**src/rtl/pri_dec_seq_if.sv**
```systemverilog
// Code-stream bundle between a pri_enc producer and the pri_dec_seq consumer.
// The master side drives q/v/clr; the slave side returns the decoded word and status.
interface pri_dec_seq_if #(
    parameter int N_OUT = 4,
    parameter int IDX_W = 2
);
    logic [IDX_W-1:0] q;
    logic             v;
    logic             clr;
    logic [N_OUT-1:0] d;
    logic             d_vld;
    logic             busy;
    logic             ovf;
    logic             err;

    modport master (output q, v, clr, input d, d_vld, busy, ovf, err);
    modport slave  (input q, v, clr, output d, d_vld, busy, ovf, err);
endinterface

```
**src/rtl/pri_dec_seq.sv**
```systemverilog
// Sequential decoder: buffers (q,v) codes in a small FIFO and replays each one
// as a registered one-hot word, held for HOLD cycles and followed by one idle cycle.
//
//  state | meaning
//  IDLE  | nothing driven, waiting for a buffered code
//  DRIVE | one-hot word on d, hold counter running down
//  GAP   | single idle cycle; may pop the next code directly
module pri_dec_seq #(
    parameter int N_OUT = 4,
    parameter int IDX_W = 2,
    parameter int HOLD  = 2,
    parameter int DEPTH = 2
) (
    input logic          clk,
    input logic          rst_n,
    pri_dec_seq_if.slave bus
);
    localparam int PTR_W  = (DEPTH > 1) ? $clog2(DEPTH) : 1;
    localparam int CNT_W  = $clog2(DEPTH + 1);
    localparam int HCNT_W = (HOLD > 1) ? $clog2(HOLD) : 1;
    localparam logic [IDX_W:0]   N_OUT_L = (IDX_W + 1)'(N_OUT);
    localparam logic [CNT_W-1:0] FULL_L  = CNT_W'(DEPTH);
    localparam logic [PTR_W-1:0] LAST_L  = PTR_W'(DEPTH - 1);

    typedef enum logic [1:0] {IDLE, DRIVE, GAP} state_t;

    state_t              state, state_n;
    logic [HCNT_W-1:0]   hcnt, hcnt_n;
    logic [N_OUT-1:0]    d_q, d_n;
    logic                vld_q, vld_n;
    logic                ovf_q, err_q;

    logic [IDX_W-1:0]    mem [DEPTH];
    logic [PTR_W-1:0]    wr_ptr, rd_ptr;
    logic [CNT_W-1:0]    count;

    logic                q_ok, full, pop, push;

    assign q_ok = ({1'b0, bus.q} < N_OUT_L);
    assign full = (count == FULL_L);
    // A pop in the same edge frees a slot, so a full FIFO can still accept.
    assign push = bus.v && q_ok && (!full || pop);

    always_comb begin
        state_n = state;
        hcnt_n  = hcnt;
        d_n     = d_q;
        vld_n   = vld_q;
        pop     = 1'b0;
        case (state)
            IDLE, GAP: begin
                if (count != '0) begin
                    pop     = 1'b1;
                    state_n = DRIVE;
                    d_n     = N_OUT'(1) << mem[rd_ptr];
                    vld_n   = 1'b1;
                    hcnt_n  = HCNT_W'(HOLD - 1);
                end else begin
                    state_n = IDLE;
                    d_n     = '0;
                    vld_n   = 1'b0;
                end
            end
            DRIVE: begin
                if (hcnt == '0) begin
                    state_n = GAP;
                    d_n     = '0;
                    vld_n   = 1'b0;
                end else begin
                    hcnt_n = hcnt - 1'b1;
                end
            end
            default: begin
                state_n = IDLE;
                d_n     = '0;
                vld_n   = 1'b0;
            end
        endcase
    end

    always_ff @(posedge clk or negedge rst_n) begin
        if (!rst_n) begin
            state  <= IDLE;
            hcnt   <= '0;
            d_q    <= '0;
            vld_q  <= 1'b0;
            ovf_q  <= 1'b0;
            err_q  <= 1'b0;
            wr_ptr <= '0;
            rd_ptr <= '0;
            count  <= '0;
        end else if (bus.clr) begin
            state  <= IDLE;
            hcnt   <= '0;
            d_q    <= '0;
            vld_q  <= 1'b0;
            ovf_q  <= 1'b0;
            err_q  <= 1'b0;
            wr_ptr <= '0;
            rd_ptr <= '0;
            count  <= '0;
        end else begin
            state <= state_n;
            hcnt  <= hcnt_n;
            d_q   <= d_n;
            vld_q <= vld_n;
            if (bus.v && !q_ok)
                err_q <= 1'b1;
            if (bus.v && q_ok && full && !pop)
                ovf_q <= 1'b1;
            if (push)
                wr_ptr <= (wr_ptr == LAST_L) ? '0 : wr_ptr + 1'b1;
            if (pop)
                rd_ptr <= (rd_ptr == LAST_L) ? '0 : rd_ptr + 1'b1;
            case ({push, pop})
                2'b10:   count <= count + 1'b1;
                2'b01:   count <= count - 1'b1;
                default: count <= count;
            endcase
        end
    end

    // Storage needs no reset; occupancy and pointers define what is valid.
    always_ff @(posedge clk) begin
        if (push && !bus.clr)
            mem[wr_ptr] <= bus.q;
    end

    assign bus.d     = d_q;
    assign bus.d_vld = vld_q;
    assign bus.busy  = (state != IDLE) || (count != '0);
    assign bus.ovf   = ovf_q;
    assign bus.err   = err_q;
endmodule

```
**src/flat_wrapper.sv**
```systemverilog
// flat-port wrapper written by rule: the top's interface ports become plain ports
module pri_dec_seq_flat 
#(
    parameter int N_OUT = 4,
    parameter int IDX_W = 2,
    parameter int HOLD  = 2,
    parameter int DEPTH = 2
)
  (clk, rst_n, bus_q, bus_v, bus_clr, bus_d, bus_d_vld, bus_busy, bus_ovf, bus_err);
  pri_dec_seq_if #(.N_OUT(N_OUT), .IDX_W(IDX_W)) bus_i ();
  input logic clk;
  input logic rst_n;
  input wire logic [$bits(bus_i.q)-1:0] bus_q;
  input wire logic [$bits(bus_i.v)-1:0] bus_v;
  input wire logic [$bits(bus_i.clr)-1:0] bus_clr;
  output wire logic [$bits(bus_i.d)-1:0] bus_d;
  output wire logic [$bits(bus_i.d_vld)-1:0] bus_d_vld;
  output wire logic [$bits(bus_i.busy)-1:0] bus_busy;
  output wire logic [$bits(bus_i.ovf)-1:0] bus_ovf;
  output wire logic [$bits(bus_i.err)-1:0] bus_err;
  assign bus_i.q = bus_q;
  assign bus_i.v = bus_v;
  assign bus_i.clr = bus_clr;
  assign bus_d = bus_i.d;
  assign bus_d_vld = bus_i.d_vld;
  assign bus_busy = bus_i.busy;
  assign bus_ovf = bus_i.ovf;
  assign bus_err = bus_i.err;
  pri_dec_seq #(.N_OUT(N_OUT), .IDX_W(IDX_W), .HOLD(HOLD), .DEPTH(DEPTH)) u_core (.clk(clk), .rst_n(rst_n), .bus(bus_i));
endmodule
```
**config.mk**
```make
export PLATFORM = sky130hd
export DESIGN_NAME = pri_dec_seq_flat
export DESIGN_NICKNAME = d
export VERILOG_FILES = /design/src/rtl/pri_dec_seq_if.sv /design/src/rtl/pri_dec_seq.sv /design/src/flat_wrapper.sv
export SDC_FILE = /design/constraint.sdc
export NUM_CORES = 1
export LEC_CHECK = 0
export CAP_MARGIN = 30
export CORE_MARGIN = 1.5
export CORE_UTILIZATION = 45
export CTS_BUF_LIST = sky130_fd_sc_hd__clkbuf_4 sky130_fd_sc_hd__clkbuf_8
export CTS_CLUSTER_DIAMETER = 60
export DETAILED_ROUTE_END_ITERATION = 6
export GPL_TIMING_DRIVEN = 0
export PLACE_DENSITY = 0.73
export SLEW_MARGIN = 20
export SYNTH_ARGS = -nofsm -noshare
export SYNTH_HDL_FRONTEND = slang
export SYNTH_SLANG_ARGS = --single-unit
```
**constraint.sdc**
```tcl
create_clock -name clk -period 1.9 [get_ports clk]
set_clock_uncertainty 0.2 [all_clocks]
set_input_delay 0.475 -clock clk [delete_from_list [all_inputs] [get_ports clk]]
set_output_delay 0.475 -clock clk [all_outputs]
set_load 0.01 [all_outputs]
```
==> impl_metrics.xml <==
<?xml version="1.0" encoding="UTF-8"?>
<metrics>
  <group name="outcome">
    <metric name="outcome" unit="">finished with violations</metric>
    <metric name="violated_checks" unit="">setup timing</metric>
  </group>
  <group name="power_and_ir_drop">
    <metric name="power.density_cell_area" unit="nW/um^2">713</metric>
    <metric name="worst_vdd_drop" unit="V">0.000419</metric>
    <metric name="total_leakage_power" unit="nW">0.443</metric>
    <metric name="p_switching" unit="W">0.000168</metric>
    <metric name="p_clk_frac" unit="">0.267</metric>
    <metric name="swShare" unit="">0.250</metric>
    <metric name="pwr-share-comb" unit="">0.172</metric>
    <metric name="power.internal" unit="W">0.000506</metric>
    <metric name="p_seq_frac" unit="">0.561</metric>
  </group>
  <group name="worst_setup_path">
    <metric name="cp-start-kind" unit="">flip-flop</metric>
    <metric name="setup.reg_to_reg.worst_slack" unit="ps">270</metric>
    <metric name="endpoint_kind" unit="">primary output</metric>
    <metric name="timing.critical_path.arrival" unit="ps">1420</metric>
    <metric name="worst-endpoint-required" unit="ps">1220</metric>
    <metric name="critical_path_s_largest_stage_delay" unit="ps">480</metric>
    <metric name="reg2reg_depth" unit="">5</metric>
    <metric name="timing.setup.critical_path_class" unit="">reg2out</metric>
    <metric name="rr_endpoint" unit="">u_core.mem[1][0]$_DFFE_PP_</metric>
    <metric name="launching_point_of_the_worst_reg2reg_path" unit="">u_core.bus.d_vld$_DFFE_PN0P_</metric>
    <metric name="critical-path-slowest-cell" unit="">or4_1</metric>
    <metric name="timing.critical_path.cells" unit="">buf_6 &gt; or4_1 &gt; buf_2</metric>
    <metric name="worstPathMaxFanout" unit="">2</metric>
  </group>
  <group name="synthesis">
    <metric name="synthesis.area_per_instance" unit="sq um">12.2</metric>
    <metric name="postSynthRegisterBits" unit="">16</metric>
    <metric name="post-synth-top-area-cell" unit="">dfrtp_1</metric>
    <metric name="synth_warn" unit="">0</metric>
    <metric name="synth_top_cell_area_share" unit="">0.397</metric>
    <metric name="syn-num-nets" unit="">68</metric>
    <metric name="synth.distinct_cells" unit="">32</metric>
    <metric name="synth.cell_area" unit="sq um">757</metric>
    <metric name="synth_cells" unit="">62</metric>
    <metric name="synth_sequential_area_ratio" unit="">0.555</metric>
    <metric name="synth_top_cells_by_area" unit="">dfrtp_1, edfxtp_1, a32o_1</metric>
  </group>
  <group name="routing">
    <metric name="num_vias" unit="">532</metric>
    <metric name="routedWlPerCell" unit="um">13.6</metric>
    <metric name="drt.antenna.violating_nets" unit="">0</metric>
    <metric name="first_iter_violations" unit="">14</metric>
    <metric name="viasPerCell" unit="">5.60</metric>
    <metric name="drt_pre_antenna_iters" unit="">4</metric>
    <metric name="route.detailed.drc" unit="">0</metric>
    <metric name="wl" unit="um">1290</metric>
  </group>
  <group name="global_routing">
    <metric name="largest_net_degree_at_the_start_of_global_routing" unit="">13</metric>
    <metric name="globalRouteOverflowTotal" unit="">0</metric>
    <metric name="via_count_of_the_first_global_routing_pass" unit="">503</metric>
    <metric name="grt_antenna_before_repair" unit="">0</metric>
    <metric name="grt_first_pass_wirelength" unit="um">2190</metric>
    <metric name="grt_util_all_layers" unit="">0.157</metric>
  </group>
  <group name="floorplanning">
    <metric name="boundaryPins" unit="">14</metric>
    <metric name="rows" unit="">14</metric>
    <metric name="placeableCoreArea" unit="sq um">1540</metric>
    <metric name="chipHeight" unit="um">44.0</metric>
    <metric name="floorplan.initialDensity" unit="">0.491</metric>
    <metric name="design.die.area" unit="sq um">1940</metric>
    <metric name="die_width" unit="um">44.0</metric>
  </group>
  <group name="timing">
    <metric name="post-route-min-period" unit="ps">2090</metric>
    <metric name="grt_setup_unrepaired" unit="">true</metric>
    <metric name="finalCritPeriodShare" unit="">1.10</metric>
    <metric name="totalNegativeSetupSlack" unit="ps">-194</metric>
    <metric name="max_slew.worst_pin.slew" unit="ps">543</metric>
    <metric name="setup_slack" unit="ps">-194</metric>
    <metric name="maxClockFrequency" unit="MHz">478</metric>
    <metric name="worst_case_headroom_to_the_max_slew_limit" unit="">0.637</metric>
    <metric name="final_hold_viol_count" unit="">0</metric>
    <metric name="timing_max_transition_violations_final" unit="">0</metric>
    <metric name="setup_violations" unit="">1</metric>
  </group>
  <group name="final_layout">
    <metric name="drive_above_1_share" unit="">0.215</metric>
    <metric name="layout.cells.most_common_list" unit="">dfrtp_1, clkdlybuf4s50_1, nor2_1, a32o_1, edfxtp_1</metric>
    <metric name="postLayoutCoreUtil" unit="">0.614</metric>
    <metric name="antenna_cells" unit="">0</metric>
    <metric name="syn2layout_area_growth" unit="%">25.0</metric>
    <metric name="finish.net_count" unit="">86</metric>
    <metric name="final-instance-count-excl-fill" unit="">95</metric>
    <metric name="layout_commonest_cell" unit="">dfrtp_1</metric>
  </group>
  <group name="clocking">
    <metric name="clk_root_buffer_cell" unit="">clkbuf_4</metric>
    <metric name="tritoncts.num_buffers" unit="">3</metric>
    <metric name="cts_hold_buffers" unit="">0</metric>
    <metric name="clock_sinks" unit="">16</metric>
    <metric name="clk_latency" unit="ps">280</metric>
    <metric name="cts.path.max_buffers" unit="">2</metric>
    <metric name="cts-htree-levels" unit="">1</metric>
    <metric name="clock_tree_from_tritoncts" unit="">yes</metric>
    <metric name="clkSlewWorstSetupHoldPaths" unit="ps">90</metric>
  </group>
  <group name="min_path">
    <metric name="worst_case_hold_path_end_point" unit="">u_core.state[1]$_DFFE_PN0P_</metric>
    <metric name="whs_path_depth" unit="">1</metric>
    <metric name="hold_path_startpoint" unit="">u_core.hcnt$_DFFE_PN0P_</metric>
    <metric name="type_of_the_tightest_min_delay_check" unit="">reg2reg</metric>
  </group>
  <group name="run">
    <metric name="maxcap_violations" unit="">0</metric>
  </group>
  <group name="place">
    <metric name="placement.setup.worst_slack" unit="ps">-276</metric>
    <metric name="hpwl" unit="um">886</metric>
    <metric name="numPlacedInstances" unit="">90</metric>
    <metric name="place.port_buffers" unit="">12</metric>
    <metric name="routabilityCongestion" unit="">0.708</metric>
  </group>
</metrics>
-- layer usage --
layer,global-route usage,share of wire
met3,0.0245,0.044
met1,0.201,0.44
met5,0,0
met2,0.253,0.51
met4,0.0909,0.0054
-- registers in the layout, indices dropped and copies added, names as in the netlist --
name,flops
u_core.rd_ptr,1
u_core.wr_ptr,1
u_core.state,1
u_core.hcnt,1
u_core.bus.d_vld,1
u_core.bus.ovf,1
u_core.mem,4
u_core.count,2
u_core.bus.d,4
-- power groups by stage --
stage,Combinational [W],Sequential (W),Clock (W)
6_report,0.000116,0.000378,0.000180
5_1_grt,0.000128,0.000380,0.000204
4_1_cts,0.000116,0.000377,0.000193
3_5_place_dp,0.000114,0.000384,0
3_3_place_gp,0.000112,0.000383,0
2_1_floorplan,0.0000722,0.000384,0
-- Yosys cell counts, drive strengths merged --
cell type / count
nand2: 2
nor2: 6
o22ai: 1
inv: 1
o21bai: 1
xor2: 1
buf: 5
o21a: 1
a31o: 1
or4: 1
o31a: 1
o21ai: 2
nand3b: 1
nand2b: 2
conb: 1
mux2i: 2
mux2: 3
o221ai: 1
nor2b: 3
edfxtp: 4
a31oi: 1
nor4b: 1
dfrtp: 12
a21oi: 1
nor3: 2
nor3b: 1
a32o: 4
-- critical path: cells and delay by family (launching register included) --
| family | cells | cell delay (ps) |
|---|---|---|
| buf+inv | 2 | 270 |
| flops | 1 | 390 |
| simple gates | 1 | 480 |
-- how the worst max path moves through the flow --
stage                     slack (ps)  endpoint  depth (start not counted)                         start
after floorplan                  110  bus_busy                          2  u_core.bus.d_vld$_DFFE_PN0P_
after global placement          -280  bus_busy                          3  u_core.bus.d_vld$_DFFE_PN0P_
after detailed placement        -280  bus_busy                          3  u_core.bus.d_vld$_DFFE_PN0P_
after CTS                       -220  bus_busy                          3  u_core.bus.d_vld$_DFFE_PN0P_
after global routing            -250  bus_busy                          3   u_core.count[0]$_DFFE_PN0P_
final                           -190  bus_busy                          3  u_core.bus.d_vld$_DFFE_PN0P_
-- area by class of cell --
class	count	area [sq um]
Multi-Input combinational cell	40	305
Sequential cell	16	420
Clock buffer	3	22.5
Tap cell	16	20.0
Timing Repair Buffer	13	130
Inverter	1	3.75
Fill cell	143	596
Buffer	5	40.0
Clock inverter	1	3.75
-- kinds of logic (layout without fill, tap and decap cells) --
kind of cell / after synthesis / after routing / share of synthesized area
AND/OR/NAND/NOR: 19 / 19 / 0.142
flip-flops: 16 / 16 / 0.555
AO/OA/AOI/OAI: 14 / 14 / 0.164
buffers and inverters: 6 / 23 / 0.0413
multiplexers: 5 / 5 / 0.0810
other: 1 / 1 / 0.00495
XOR/XNOR: 1 / 1 / 0.0116
-- metrics by stage --
stage                     hold slack (ps)  power, W  cell area (sq um)
after CTS                             272  0.000687                935
after floorplan                     -20.6  0.000456                757
after global routing                  298  0.000712                946
final                                 276  0.000674                946
after detailed placement              259  0.000498                897
after global placement                252  0.000495                897
-- timing repair --
item,in CTS,in global routing
setup endpoints to repair,1,4
cloned,0,0
buffers inserted,1,0
resized for setup,7,4
Power figures use the tool's default switching activity.
